[src/rtl/mips_pkg.sv]
// Shared definitions for the multicycle MIPS control path: opcodes, states, ALU op codes,
// datapath mux selects and the decoded instruction class.
package mips_pkg;

  localparam int unsigned OP_W    = 6;
  localparam int unsigned FUNCT_W = 6;
  localparam int unsigned ALUOP_W = 3;
  localparam int unsigned STATE_W = 4;

  localparam logic [OP_W-1:0] OpRtype = 6'b000000;
  localparam logic [OP_W-1:0] OpJ     = 6'b000010;
  localparam logic [OP_W-1:0] OpJal   = 6'b000011;
  localparam logic [OP_W-1:0] OpBeq   = 6'b000100;
  localparam logic [OP_W-1:0] OpBne   = 6'b000101;
  localparam logic [OP_W-1:0] OpAddi  = 6'b001000;
  localparam logic [OP_W-1:0] OpAndi  = 6'b001100;
  localparam logic [OP_W-1:0] OpOri   = 6'b001101;
  localparam logic [OP_W-1:0] OpLui   = 6'b001111;
  localparam logic [OP_W-1:0] OpLw    = 6'b100011;
  localparam logic [OP_W-1:0] OpSw    = 6'b101011;

  localparam logic [FUNCT_W-1:0] FnJr = 6'b001000;

  typedef enum logic [STATE_W-1:0] {
    StFetch   = 4'd0,
    StDecode  = 4'd1,
    StMemAddr = 4'd2,
    StMemRd   = 4'd3,
    StMemWb   = 4'd4,
    StMemWr   = 4'd5,
    StRExec   = 4'd6,
    StAluWb   = 4'd7,
    StBranch  = 4'd8,
    StIExec   = 4'd9,
    StJump    = 4'd10,
    StJal     = 4'd11,
    StJr      = 4'd12
  } state_e;

  localparam logic [ALUOP_W-1:0] AluAdd   = 3'b000;
  localparam logic [ALUOP_W-1:0] AluSub   = 3'b001;
  localparam logic [ALUOP_W-1:0] AluRtype = 3'b010;
  localparam logic [ALUOP_W-1:0] AluAnd   = 3'b011;
  localparam logic [ALUOP_W-1:0] AluOr    = 3'b100;
  localparam logic [ALUOP_W-1:0] AluLui   = 3'b101;

  localparam logic [1:0] RegDstRt    = 2'b00;
  localparam logic [1:0] RegDstRd    = 2'b01;
  localparam logic [1:0] RegDstRa    = 2'b10;
  localparam logic [1:0] MemToRegAlu = 2'b00;
  localparam logic [1:0] MemToRegMdr = 2'b01;
  localparam logic [1:0] MemToRegPc  = 2'b10;
  localparam logic [1:0] AluBReg     = 2'b00;
  localparam logic [1:0] AluBFour    = 2'b01;
  localparam logic [1:0] AluBImm     = 2'b10;
  localparam logic [1:0] AluBImmSh   = 2'b11;
  localparam logic [1:0] PcSrcAlu    = 2'b00;
  localparam logic [1:0] PcSrcAluOut = 2'b01;
  localparam logic [1:0] PcSrcJump   = 2'b10;
  localparam logic [1:0] PcSrcReg    = 2'b11;

  // One-hot instruction class; all zero means illegal.
  typedef struct packed {
    logic rtype;
    logic jr;
    logic lw;
    logic sw;
    logic beq;
    logic bne;
    logic addi;
    logic andi;
    logic ori;
    logic lui;
    logic j;
    logic jal;
  } instr_class_t;

  typedef struct packed {
    logic               pc_write;
    logic               pc_write_beq;
    logic               pc_write_bne;
    logic               iord;
    logic               mem_read;
    logic               mem_write;
    logic               ir_write;
    logic [1:0]         reg_dst;
    logic [1:0]         mem_to_reg;
    logic               reg_write;
    logic               alu_src_a;
    logic [1:0]         alu_src_b;
    logic [ALUOP_W-1:0] alu_op;
    logic [1:0]         pc_source;
    logic               instr_done;
    logic               illegal_op;
  } ctrl_t;

endpackage

[src/rtl/mips_multicycle_control_if.sv]
// Control-to-datapath bundle: instruction fields and memory handshake in, enables out.
interface mips_multicycle_control_if;
  import mips_pkg::*;

  logic [OP_W-1:0]    opcode;
  logic [FUNCT_W-1:0] funct;
  logic               mem_ready;
  logic               pc_write;
  logic               pc_write_beq;
  logic               pc_write_bne;
  logic               iord;
  logic               mem_read;
  logic               mem_write;
  logic               ir_write;
  logic [1:0]         reg_dst;
  logic [1:0]         mem_to_reg;
  logic               reg_write;
  logic               alu_src_a;
  logic [1:0]         alu_src_b;
  logic [ALUOP_W-1:0] alu_op;
  logic [1:0]         pc_source;
  logic               instr_done;
  logic               illegal_op;
  logic [STATE_W-1:0] state_o;

  modport master (
    input  opcode, funct, mem_ready,
    output pc_write, pc_write_beq, pc_write_bne, iord, mem_read, mem_write, ir_write,
           reg_dst, mem_to_reg, reg_write, alu_src_a, alu_src_b, alu_op, pc_source,
           instr_done, illegal_op, state_o
  );

  modport slave (
    output opcode, funct, mem_ready,
    input  pc_write, pc_write_beq, pc_write_bne, iord, mem_read, mem_write, ir_write,
           reg_dst, mem_to_reg, reg_write, alu_src_a, alu_src_b, alu_op, pc_source,
           instr_done, illegal_op, state_o
  );

endinterface

[src/rtl/mips_opcode_class.sv]
// Combinational {opcode, funct} to one-hot instruction class; reusable by the pipelined decoder.
module mips_opcode_class
  import mips_pkg::*;
(
  input  logic [OP_W-1:0]    opcode_i,
  input  logic [FUNCT_W-1:0] funct_i,
  output instr_class_t       cls_o,
  output logic               illegal_o
);

  always_comb begin
    cls_o       = '0;
    cls_o.rtype = (opcode_i == OpRtype) && (funct_i != FnJr);
    cls_o.jr    = (opcode_i == OpRtype) && (funct_i == FnJr);
    cls_o.lw    = (opcode_i == OpLw);
    cls_o.sw    = (opcode_i == OpSw);
    cls_o.beq   = (opcode_i == OpBeq);
    cls_o.bne   = (opcode_i == OpBne);
    cls_o.addi  = (opcode_i == OpAddi);
    cls_o.andi  = (opcode_i == OpAndi);
    cls_o.ori   = (opcode_i == OpOri);
    cls_o.lui   = (opcode_i == OpLui);
    cls_o.j     = (opcode_i == OpJ);
    cls_o.jal   = (opcode_i == OpJal);
    illegal_o   = ~|cls_o;
  end

endmodule

[src/rtl/mips_multicycle_control.sv]
// Multicycle MIPS control FSM: sequences datapath enables per instruction class and stalls
// on mem_ready in FETCH, MEM_RD and MEM_WR.
module mips_multicycle_control
  import mips_pkg::*;
(
  input  logic                      clk,
  input  logic                      reset,
  mips_multicycle_control_if.master ctrl
);

  state_e       state_q, state_d;
  logic [1:0]   reg_dst_q, reg_dst_d;
  instr_class_t cls;
  logic         illegal;
  ctrl_t        out;

  mips_opcode_class u_class (
    .opcode_i  (ctrl.opcode),
    .funct_i   (ctrl.funct),
    .cls_o     (cls),
    .illegal_o (illegal)
  );

  always_ff @(posedge clk or posedge reset) begin
    if (reset) begin
      state_q   <= StFetch;
      reg_dst_q <= RegDstRt;
    end else begin
      state_q   <= state_d;
      reg_dst_q <= reg_dst_d;
    end
  end

  always_comb begin
    out       = '0;
    state_d   = state_q;
    reg_dst_d = reg_dst_q;
    unique case (state_q)
      StFetch: begin
        out.mem_read  = 1'b1;
        out.alu_src_b = AluBFour;
        out.alu_op    = AluAdd;
        if (ctrl.mem_ready) begin
          out.ir_write = 1'b1;
          out.pc_write = 1'b1;
          state_d      = StDecode;
        end
      end
      StDecode: begin
        // Speculative branch target lands in ALUOut for BRANCH.
        out.alu_src_b = AluBImmSh;
        out.alu_op    = AluAdd;
        if (cls.jr)                                     state_d = StJr;
        else if (cls.rtype)                             state_d = StRExec;
        else if (cls.lw || cls.sw)                      state_d = StMemAddr;
        else if (cls.beq || cls.bne)                    state_d = StBranch;
        else if (cls.addi || cls.andi || cls.ori || cls.lui) state_d = StIExec;
        else if (cls.j)                                 state_d = StJump;
        else if (cls.jal)                               state_d = StJal;
        else begin
          out.illegal_op = illegal;
          state_d        = StFetch;
        end
      end
      StMemAddr: begin
        out.alu_src_a = 1'b1;
        out.alu_src_b = AluBImm;
        out.alu_op    = AluAdd;
        state_d       = cls.sw ? StMemWr : StMemRd;
      end
      StMemRd: begin
        out.iord     = 1'b1;
        out.mem_read = 1'b1;
        if (ctrl.mem_ready) state_d = StMemWb;
      end
      StMemWb: begin
        out.reg_write  = 1'b1;
        out.reg_dst    = RegDstRt;
        out.mem_to_reg = MemToRegMdr;
        out.instr_done = 1'b1;
        state_d        = StFetch;
      end
      StMemWr: begin
        out.iord      = 1'b1;
        out.mem_write = 1'b1;
        if (ctrl.mem_ready) begin
          out.instr_done = 1'b1;
          state_d        = StFetch;
        end
      end
      StRExec: begin
        out.alu_src_a = 1'b1;
        out.alu_src_b = AluBReg;
        out.alu_op    = AluRtype;
        reg_dst_d     = RegDstRd;
        state_d       = StAluWb;
      end
      StIExec: begin
        out.alu_src_a = 1'b1;
        out.alu_src_b = AluBImm;
        if (cls.andi)     out.alu_op = AluAnd;
        else if (cls.ori) out.alu_op = AluOr;
        else if (cls.lui) out.alu_op = AluLui;
        else              out.alu_op = AluAdd;
        reg_dst_d = RegDstRt;
        state_d   = StAluWb;
      end
      StAluWb: begin
        out.reg_write  = 1'b1;
        out.reg_dst    = reg_dst_q;
        out.mem_to_reg = MemToRegAlu;
        out.instr_done = 1'b1;
        state_d        = StFetch;
      end
      StBranch: begin
        out.alu_src_a    = 1'b1;
        out.alu_src_b    = AluBReg;
        out.alu_op       = AluSub;
        out.pc_source    = PcSrcAluOut;
        out.pc_write_beq = cls.beq;
        out.pc_write_bne = cls.bne;
        out.instr_done   = 1'b1;
        state_d          = StFetch;
      end
      StJump: begin
        out.pc_source  = PcSrcJump;
        out.pc_write   = 1'b1;
        out.instr_done = 1'b1;
        state_d        = StFetch;
      end
      StJal: begin
        out.pc_source  = PcSrcJump;
        out.pc_write   = 1'b1;
        out.reg_write  = 1'b1;
        out.reg_dst    = RegDstRa;
        out.mem_to_reg = MemToRegPc;
        out.instr_done = 1'b1;
        state_d        = StFetch;
      end
      StJr: begin
        out.pc_source  = PcSrcReg;
        out.pc_write   = 1'b1;
        out.instr_done = 1'b1;
        state_d        = StFetch;
      end
      default: state_d = StFetch;
    endcase
    // Outputs are forced low for the whole reset window, not just after the next edge.
    if (reset) out = '0;
  end

  assign ctrl.pc_write     = out.pc_write;
  assign ctrl.pc_write_beq = out.pc_write_beq;
  assign ctrl.pc_write_bne = out.pc_write_bne;
  assign ctrl.iord         = out.iord;
  assign ctrl.mem_read     = out.mem_read;
  assign ctrl.mem_write    = out.mem_write;
  assign ctrl.ir_write     = out.ir_write;
  assign ctrl.reg_dst      = out.reg_dst;
  assign ctrl.mem_to_reg   = out.mem_to_reg;
  assign ctrl.reg_write    = out.reg_write;
  assign ctrl.alu_src_a    = out.alu_src_a;
  assign ctrl.alu_src_b    = out.alu_src_b;
  assign ctrl.alu_op       = out.alu_op;
  assign ctrl.pc_source    = out.pc_source;
  assign ctrl.instr_done   = out.instr_done;
  assign ctrl.illegal_op   = out.illegal_op;
  assign ctrl.state_o      = state_q;

endmodule

[src/flat_wrapper.sv]
// flat-port wrapper written by rule: the top's interface ports become plain ports
module mips_multicycle_control_flat import mips_pkg::*;
  (clk, reset, ctrl_opcode, ctrl_funct, ctrl_mem_ready, ctrl_pc_write, ctrl_pc_write_beq, ctrl_pc_write_bne, ctrl_iord, ctrl_mem_read, ctrl_mem_write, ctrl_ir_write, ctrl_reg_dst, ctrl_mem_to_reg, ctrl_reg_write, ctrl_alu_src_a, ctrl_alu_src_b, ctrl_alu_op, ctrl_pc_source, ctrl_instr_done, ctrl_illegal_op, ctrl_state_o);
  mips_multicycle_control_if ctrl_i ();
  input  logic clk;
  input  logic reset;
  input wire logic [$bits(ctrl_i.opcode)-1:0] ctrl_opcode;
  input wire logic [$bits(ctrl_i.funct)-1:0] ctrl_funct;
  input wire logic [$bits(ctrl_i.mem_ready)-1:0] ctrl_mem_ready;
  output wire logic [$bits(ctrl_i.pc_write)-1:0] ctrl_pc_write;
  output wire logic [$bits(ctrl_i.pc_write_beq)-1:0] ctrl_pc_write_beq;
  output wire logic [$bits(ctrl_i.pc_write_bne)-1:0] ctrl_pc_write_bne;
  output wire logic [$bits(ctrl_i.iord)-1:0] ctrl_iord;
  output wire logic [$bits(ctrl_i.mem_read)-1:0] ctrl_mem_read;
  output wire logic [$bits(ctrl_i.mem_write)-1:0] ctrl_mem_write;
  output wire logic [$bits(ctrl_i.ir_write)-1:0] ctrl_ir_write;
  output wire logic [$bits(ctrl_i.reg_dst)-1:0] ctrl_reg_dst;
  output wire logic [$bits(ctrl_i.mem_to_reg)-1:0] ctrl_mem_to_reg;
  output wire logic [$bits(ctrl_i.reg_write)-1:0] ctrl_reg_write;
  output wire logic [$bits(ctrl_i.alu_src_a)-1:0] ctrl_alu_src_a;
  output wire logic [$bits(ctrl_i.alu_src_b)-1:0] ctrl_alu_src_b;
  output wire logic [$bits(ctrl_i.alu_op)-1:0] ctrl_alu_op;
  output wire logic [$bits(ctrl_i.pc_source)-1:0] ctrl_pc_source;
  output wire logic [$bits(ctrl_i.instr_done)-1:0] ctrl_instr_done;
  output wire logic [$bits(ctrl_i.illegal_op)-1:0] ctrl_illegal_op;
  output wire logic [$bits(ctrl_i.state_o)-1:0] ctrl_state_o;
  assign ctrl_i.opcode = ctrl_opcode;
  assign ctrl_i.funct = ctrl_funct;
  assign ctrl_i.mem_ready = ctrl_mem_ready;
  assign ctrl_pc_write = ctrl_i.pc_write;
  assign ctrl_pc_write_beq = ctrl_i.pc_write_beq;
  assign ctrl_pc_write_bne = ctrl_i.pc_write_bne;
  assign ctrl_iord = ctrl_i.iord;
  assign ctrl_mem_read = ctrl_i.mem_read;
  assign ctrl_mem_write = ctrl_i.mem_write;
  assign ctrl_ir_write = ctrl_i.ir_write;
  assign ctrl_reg_dst = ctrl_i.reg_dst;
  assign ctrl_mem_to_reg = ctrl_i.mem_to_reg;
  assign ctrl_reg_write = ctrl_i.reg_write;
  assign ctrl_alu_src_a = ctrl_i.alu_src_a;
  assign ctrl_alu_src_b = ctrl_i.alu_src_b;
  assign ctrl_alu_op = ctrl_i.alu_op;
  assign ctrl_pc_source = ctrl_i.pc_source;
  assign ctrl_instr_done = ctrl_i.instr_done;
  assign ctrl_illegal_op = ctrl_i.illegal_op;
  assign ctrl_state_o = ctrl_i.state_o;
  mips_multicycle_control u_core (.clk(clk), .reset(reset), .ctrl(ctrl_i));
endmodule
[config.mk]
export PLATFORM = sky130hd
export DESIGN_NAME = mips_multicycle_control_flat
export DESIGN_NICKNAME = d
export VERILOG_FILES = /design/src/rtl/mips_pkg.sv /design/src/rtl/mips_multicycle_control_if.sv /design/src/rtl/mips_opcode_class.sv /design/src/rtl/mips_multicycle_control.sv /design/src/flat_wrapper.sv
export SDC_FILE = /design/constraint.sdc
export NUM_CORES = 1
export LEC_CHECK = 0
export CAP_MARGIN = 20
export CORE_MARGIN = 2
export CORE_UTILIZATION = 42
export CTS_CLUSTER_DIAMETER = 30
export DETAILED_ROUTE_END_ITERATION = 10
export HOLD_SLACK_MARGIN = 0.08
export PLACE_DENSITY = 0.85
export SYNTH_ARGS = -nofsm -noshare
export SYNTH_HDL_FRONTEND = slang
export SYNTH_SLANG_ARGS = --single-unit
[constraint.sdc]
create_clock -name clk -period 5.2 [get_ports clk]
set_clock_uncertainty 0.2 [all_clocks]
set_input_delay 1.04 -clock clk [delete_from_list [all_inputs] [get_ports clk]]
set_output_delay 1.04 -clock clk [all_outputs]
set_load 0.01 [all_outputs]
---- Yosys cells after proc, flatten, opt, wreduce, memory -nomap -nowiden ----
Index checks and enable logic that the tools add are counted.
word-level totals
  output and inout bits ................... 26
  register bits after elaboration ......... 6
operators by class
  equality and inequality tests ........... 27
  reductions and logical operators ........ 20
  muxes and demuxes ....................... 37
operators with widths
  kind                                            count
  2-to-1 mux 4 bit                                10
  == test 6 x 4 -> 1 bit (second input constant)  5
  case mux 5 bit (6 select lines)                 1
  case mux 4 bit (6 select lines)                 1
  2-to-1 mux 22 bit                               1
  == test 4 bit (second input constant)           5
  == test 4 x 3 -> 1 bit (second input constant)  4
  case mux 5 bit (3 select lines)                 1
  2-to-1 mux 1 bit                                14
  == test 6 x 2 -> 1 bit (second input constant)  2
  == test 6 x 3 -> 1 bit (second input constant)  2
  == test 6 bit (second input constant)           2
  2-to-1 mux 3 bit                                4
  OR reduction 12 bit                             1
  == test 4 x 2 -> 1 bit (second input constant)  2
  OR reduction 2 bit                              4
  zero test 6 bit                                 1
  != test 2 bit (second input constant)           3
  != test 6 x 4 -> 1 bit (second input constant)  1
  case mux 2 bit (3 select lines)                 1
  OR reduction 6 bit                              1
  logical OR 1 bit                                5
  == test 4 x 1 -> 1 bit (second input constant)  1
  zero test 4 bit                                 1
  9 further kinds                                 11

---- Logic depth before layout (Yosys ltp) ----
  depth after elaboration ................. 13
  mapped depth ............................ 6
  mapped depth without buffers ............ 4

---- Modules after synthesis ----
A second synthesis with hierarchy kept.
second synthesis, totals
  cell total of the unflattened synthesis .. 134
  area total of the unflattened synthesis .. 898.4 um^2
by module, submodules not included
  module                   cells an instance  area each (um^2)  times used  seq. area each (um^2)
  mips_multicycle_control  103                710.7             1           125.1
  mips_opcode_class        31                 187.7             1           0.0

---- Worst setup path before layout ----
Ideal clock, no wire load.
  path kind ............................... input port to output port
  from .................................... input port reset
  to ...................................... output port ctrl_pc_write
  data required time ...................... 3.960 ns
  buffers on the path ..................... 0
  arrival time ............................ 2.132 ns
  stages .................................. 3
  slack ................................... 1.828 ns
  cell sequence ........................... nor4_1 -> nor2b_1 -> or2_2
on the way
  longest elaborated chain between the ends .. 1
ends and longest elaborated chain
  element            line                            text
  start, declared    flat_wrapper.sv:6               input logic reset;
  2-to-1 mux 22 bit  mips_multicycle_control.sv:149  if (reset) out = '0;
  end, declared      flat_wrapper.sv:10              output wire logic [$bits(ctrl_i.pc_write)-1:0] ctrl_pc_write;
No other way between the ends.

---- Final worst setup path ----
  from .................................... input port reset
  to ...................................... output port ctrl_alu_op[2]
on the way
  longest elaborated chain between the ends .. 1
ends and longest elaborated chain
  element            line                            text
  2-to-1 mux 22 bit  mips_multicycle_control.sv:149
  end, declared      flat_wrapper.sv:22              output wire logic [$bits(ctrl_i.alu_op)-1:0] ctrl_alu_op;
No other way between the ends.

==> impl_metrics.sql <==
INSERT INTO impl_metrics (metric_group, metric, value, unit) VALUES
('run_status', 'status', 'completed', ''),
('setup_path', 'crit_type', 'input pin to output pin', ''),
('drt', 'remaining_drc_errors', '0', ''),
('power', 'power_per_cell_area', '335', 'nW/um2'),
('hold_path', 'min_to', 'u_core.reg_dst_q[0]', ''),
('cells_and_area', 'antenna_cells_inserted', '0', ''),
('floorplan', 'core_region_area', '1750', 'um2'),
('placement', 'gp_routability_congestion', '0.883', ''),
('yosys', 'yosys-top-cells-area', 'dfrtp_1, nor2_1, nand2b_1', ''),
('placement', 'port_buffers', '40', ''),
('clock_tree', 'tritoncts.num_buffers', '3', ''),
('sta', 'finalHoldViolCount', '0', ''),
('sta', 'setup_total_negative_slack', '0', 'ps'),
('sta', 'min_period', '4430', 'ps'),
('yosys', 'ys_seq_elements', '5', ''),
('yosys', 'synth_cell_type_count', '42', ''),
('clock_tree', 'clock-root-buffer', 'clkbuf_4', ''),
('clock_tree', 'cts-resized-gates', '0', ''),
('global_routing', 'groute.usage.overall', '23.1', '%'),
('sta', 'max_slew.worst_pin.slew', '595', 'ps'),
('setup_path', 'timing.critical_path.buf_inv', '2', ''),
('cells_and_area', 'final.fill_count', '159', ''),
('cells_and_area', 'num-nets-final', '166', ''),
('setup_path', 'slowest_delay', '620', 'ps'),
('setup_path', 'worstPathRequired', '3960', 'ps'),
('setup_path', 'timing.critical_path.depth', '5', ''),
('floorplan', 'die_area', '2220', 'um2'),
('drt', 'routedWlPerCell', '13.8', 'um'),
('floorplan', 'ios', '41', ''),
('yosys', 'netlist_area', '781', 'um2'),
('yosys', 'synth_seq_area_share', '16.0', '%'),
('setup_path', 'reg2regPathDepth', '4', ''),
('global_routing', 'grt_start_max_net_pins', '22', ''),
('clock_tree', 'clockBufferDepth', '2', ''),
('clock_tree', 'cts_setup_buffers', '0', ''),
('hold_path', 'holdPathStages', '2', ''),
('setup_path', 'r2r_start', 'u_core.ctrl.state_o[0]', ''),
('floorplan', 'floorplan.rows', '15', ''),
('drt', 'drt_iter0_markers', '44', ''),
('global_routing', 'first_global_vias', '919', ''),
('setup_path', 'timing.critical_path.arrival', '3190', 'ps'),
('drt', 'drt.antenna.violating_nets', '0', ''),
('yosys', 'yosys.area.top_type_share', '16.0', '%'),
('placement', 'post_dp_cell_area', '1150', 'um2'),
('clock_tree', 'clkLatencyLatePin', '260', 'ps'),
('clock_tree', 'htree_levels', '1', ''),
('setup_path', 'critical_path.cell_chain', 'clkdlybuf4s50_1 > nor4_1 > nor2_1 > nor3_1 > clkdlybuf4s50_1', ''),
('floorplan', 'die-height', '47.1', 'um'),
('clock_tree', 'cts.sinks', '5', ''),
('drt', 'drt_pass1_iterations', '4', ''),
('clock_tree', 'clkTransAtPathRegs', '50', 'ps'),
('hold_path', 'hp_class', 'flip-flop to flip-flop', ''),
('cells_and_area', 'drive_above_1_share', '4.67', '%'),
('placement', 'dp_hpwl', '1.82', 'mm'),
('yosys', 'syn_nets', '133', ''),
('clock_tree', 'cts_tree', 'done', ''),
('setup_path', 'critPathMaxFanout', '11', ''),
('sta', 'fmax', '0.226', 'GHz'),
('power', 'static_leak', '0.000423', 'uW'),
('cells_and_area', 'postLayoutCellArea', '1180', 'um2'),
('floorplan', 'dieWidth', '47.1', 'um'),
('yosys', 'ys.warnings.count', '0', ''),
('power', 'worst_ir_drop_vdd', '0.209', 'mV'),
('run', 'drv.max_cap_violation_count', '0', ''),
('setup_path', 'capturing_element_type_of_the_critical_path', 'output pin', ''),
('yosys', 'post_synth.cell_area_avg', '6.62', 'um2'),
('sta', 'count_of_final_max_slew_check_failures', '0', ''),
('drt', 'vias_per_cell', '6.02', ''),
('cells_and_area', 'syn_to_final_growth', '51.3', '%'),
('setup_path', 'rrSetupSlack', '3140', 'ps'),
('sta', 'final_min_period_over_clock_period', '85.2', '%');
## per-layer routing
| layer | vias up | GRT usage (%) | part of all wire [%] |
|---|---|---|---|
| li1 | 494 | - | - |
| met1 | 494 | 26.1 | 41 |
| met3 | 7 | 5.00 | 8.1 |
| met4 | 0 | 9.44 | 1.5 |
| met2 | 59 | 41.6 | 50 |
| met5 | - | 0 | 0 |
## stage by stage
step           hold slack, ps  total power (uW)  std cells  setup slack [ps]  util, %
3_3_place_gp              333               339        171               891     66.2
4_1_cts                   359               394        175               791     67.7
5_1_grt                   415               425        175               635     67.7
2_1_floorplan             295               241        118              1830        -
6_report                  351               396        175               767     67.7
3_5_place_dp              348               344        171               798     66.2
## final cells by class
class,instances,area (um2),area share (%)
Multi-Input combinational cell,99,591,50.0
Clock buffer,4,26.3,2.22
Sequential cell,5,125,10.6
Timing Repair Buffer,40,400,33.9
Tap cell,25,31.3,2.65
Inverter,2,7.51,0.636
## kinds of logic after synthesis
kind of cell	Yosys count	synth area share [%]
muxes	3	4.17
DFF	5	16.0
xor gates and xnor gates	2	2.24
buffers and inverters	14	8.33
and+or+nand+nor	68	46.8
AOI/OAI and AO/OA	26	22.4
## how the worst max path moves through the flow
| stage | startpoint | endpoint | slack [ps] |
|---|---|---|---|
| after CTS | reset | ctrl_alu_op[2] | 790 |
| after global routing | reset | ctrl_alu_op[2] | 630 |
| final | reset | ctrl_alu_op[2] | 770 |
| after global placement | ctrl_opcode[0] | ctrl_illegal_op | 890 |
| after floorplan | reset | ctrl_pc_write | 1830 |
| after detailed placement | reset | ctrl_alu_op[2] | 800 |
## state kept, by name, summed over array words and instances (netlist names)
register	flops
u_core.ctrl.state_o	4
u_core.reg_dst_q	1
## cell usage after synthesis
cell / instances
o21a_1: 2
nor2_1: 21
a32oi_1: 1
xnor2_1: 1
a21o_1: 1
buf_4: 1
and2_1: 2
o22a_1: 1
a2111oi_0: 1
nor4_1: 5
or4b_1: 1
nand3_1: 2
a21boi_0: 1
and3_1: 2
nor3b_1: 3
o211ai_1: 2
inv_1: 2
a31oi_1: 1
clkbuf_1: 4
a41oi_1: 1
o21ai_0: 6
a32o_1: 1
nand2_1: 7
o32a_1: 1
mux2_2: 2
or3_1: 1
or2_2: 2
nor2b_1: 6
mux2i_1: 1
buf_2: 5
or4_1: 1
xor2_1: 1
nor4b_1: 2
nor3_1: 3
nand4_1: 3
a21oi_1: 5
nand2b_1: 6
and4_1: 1
dfrtp_1: 5
o21bai_1: 1
o22ai_1: 1
clkbuf_2: 2
## worst min-delay path, stage by stage, from the launching register on
cell	delay [ps]
dfrtp_1	360
nor2_1	50
nor2_1	100
## report_power, final
group	switching (uW)	total (uW)	leakage (uW)	internal (uW)
clock	20.2	49.5	0.0000150	29.3
combinational	118	249	0.000340	131
sequential	48.2	97.1	0.0000672	48.9
## placed cells by master, fill, tap and decap left out, types with 2 or more instances in the layout
| cell | Yosys | final |
|---|---|---|
| clkdlybuf4s50_1 | 0 | 40 |
| nor2_1 | 21 | 21 |
| nand2_1 | 7 | 7 |
| nor2b_1 | 6 | 6 |
| nand2b_1 | 6 | 6 |
| o21ai_0 | 6 | 6 |
| a21oi_1 | 5 | 5 |
| nor4_1 | 5 | 5 |
| dfrtp_1 | 5 | 5 |
| nor3b_1 | 3 | 3 |
| nand4_1 | 3 | 3 |
| nor3_1 | 3 | 3 |
| clkbuf_4 | 0 | 3 |
| nand3_1 | 2 | 2 |
| and3_1 | 2 | 2 |
| or2_2 | 2 | 2 |
| mux2_2 | 2 | 2 |
| o211ai_1 | 2 | 2 |
| inv_1 | 2 | 2 |
| o21a_1 | 2 | 2 |
| and2_1 | 2 | 2 |
| nor4b_1 | 2 | 2 |
Note: power is estimated with default switching activity, not from simulation.
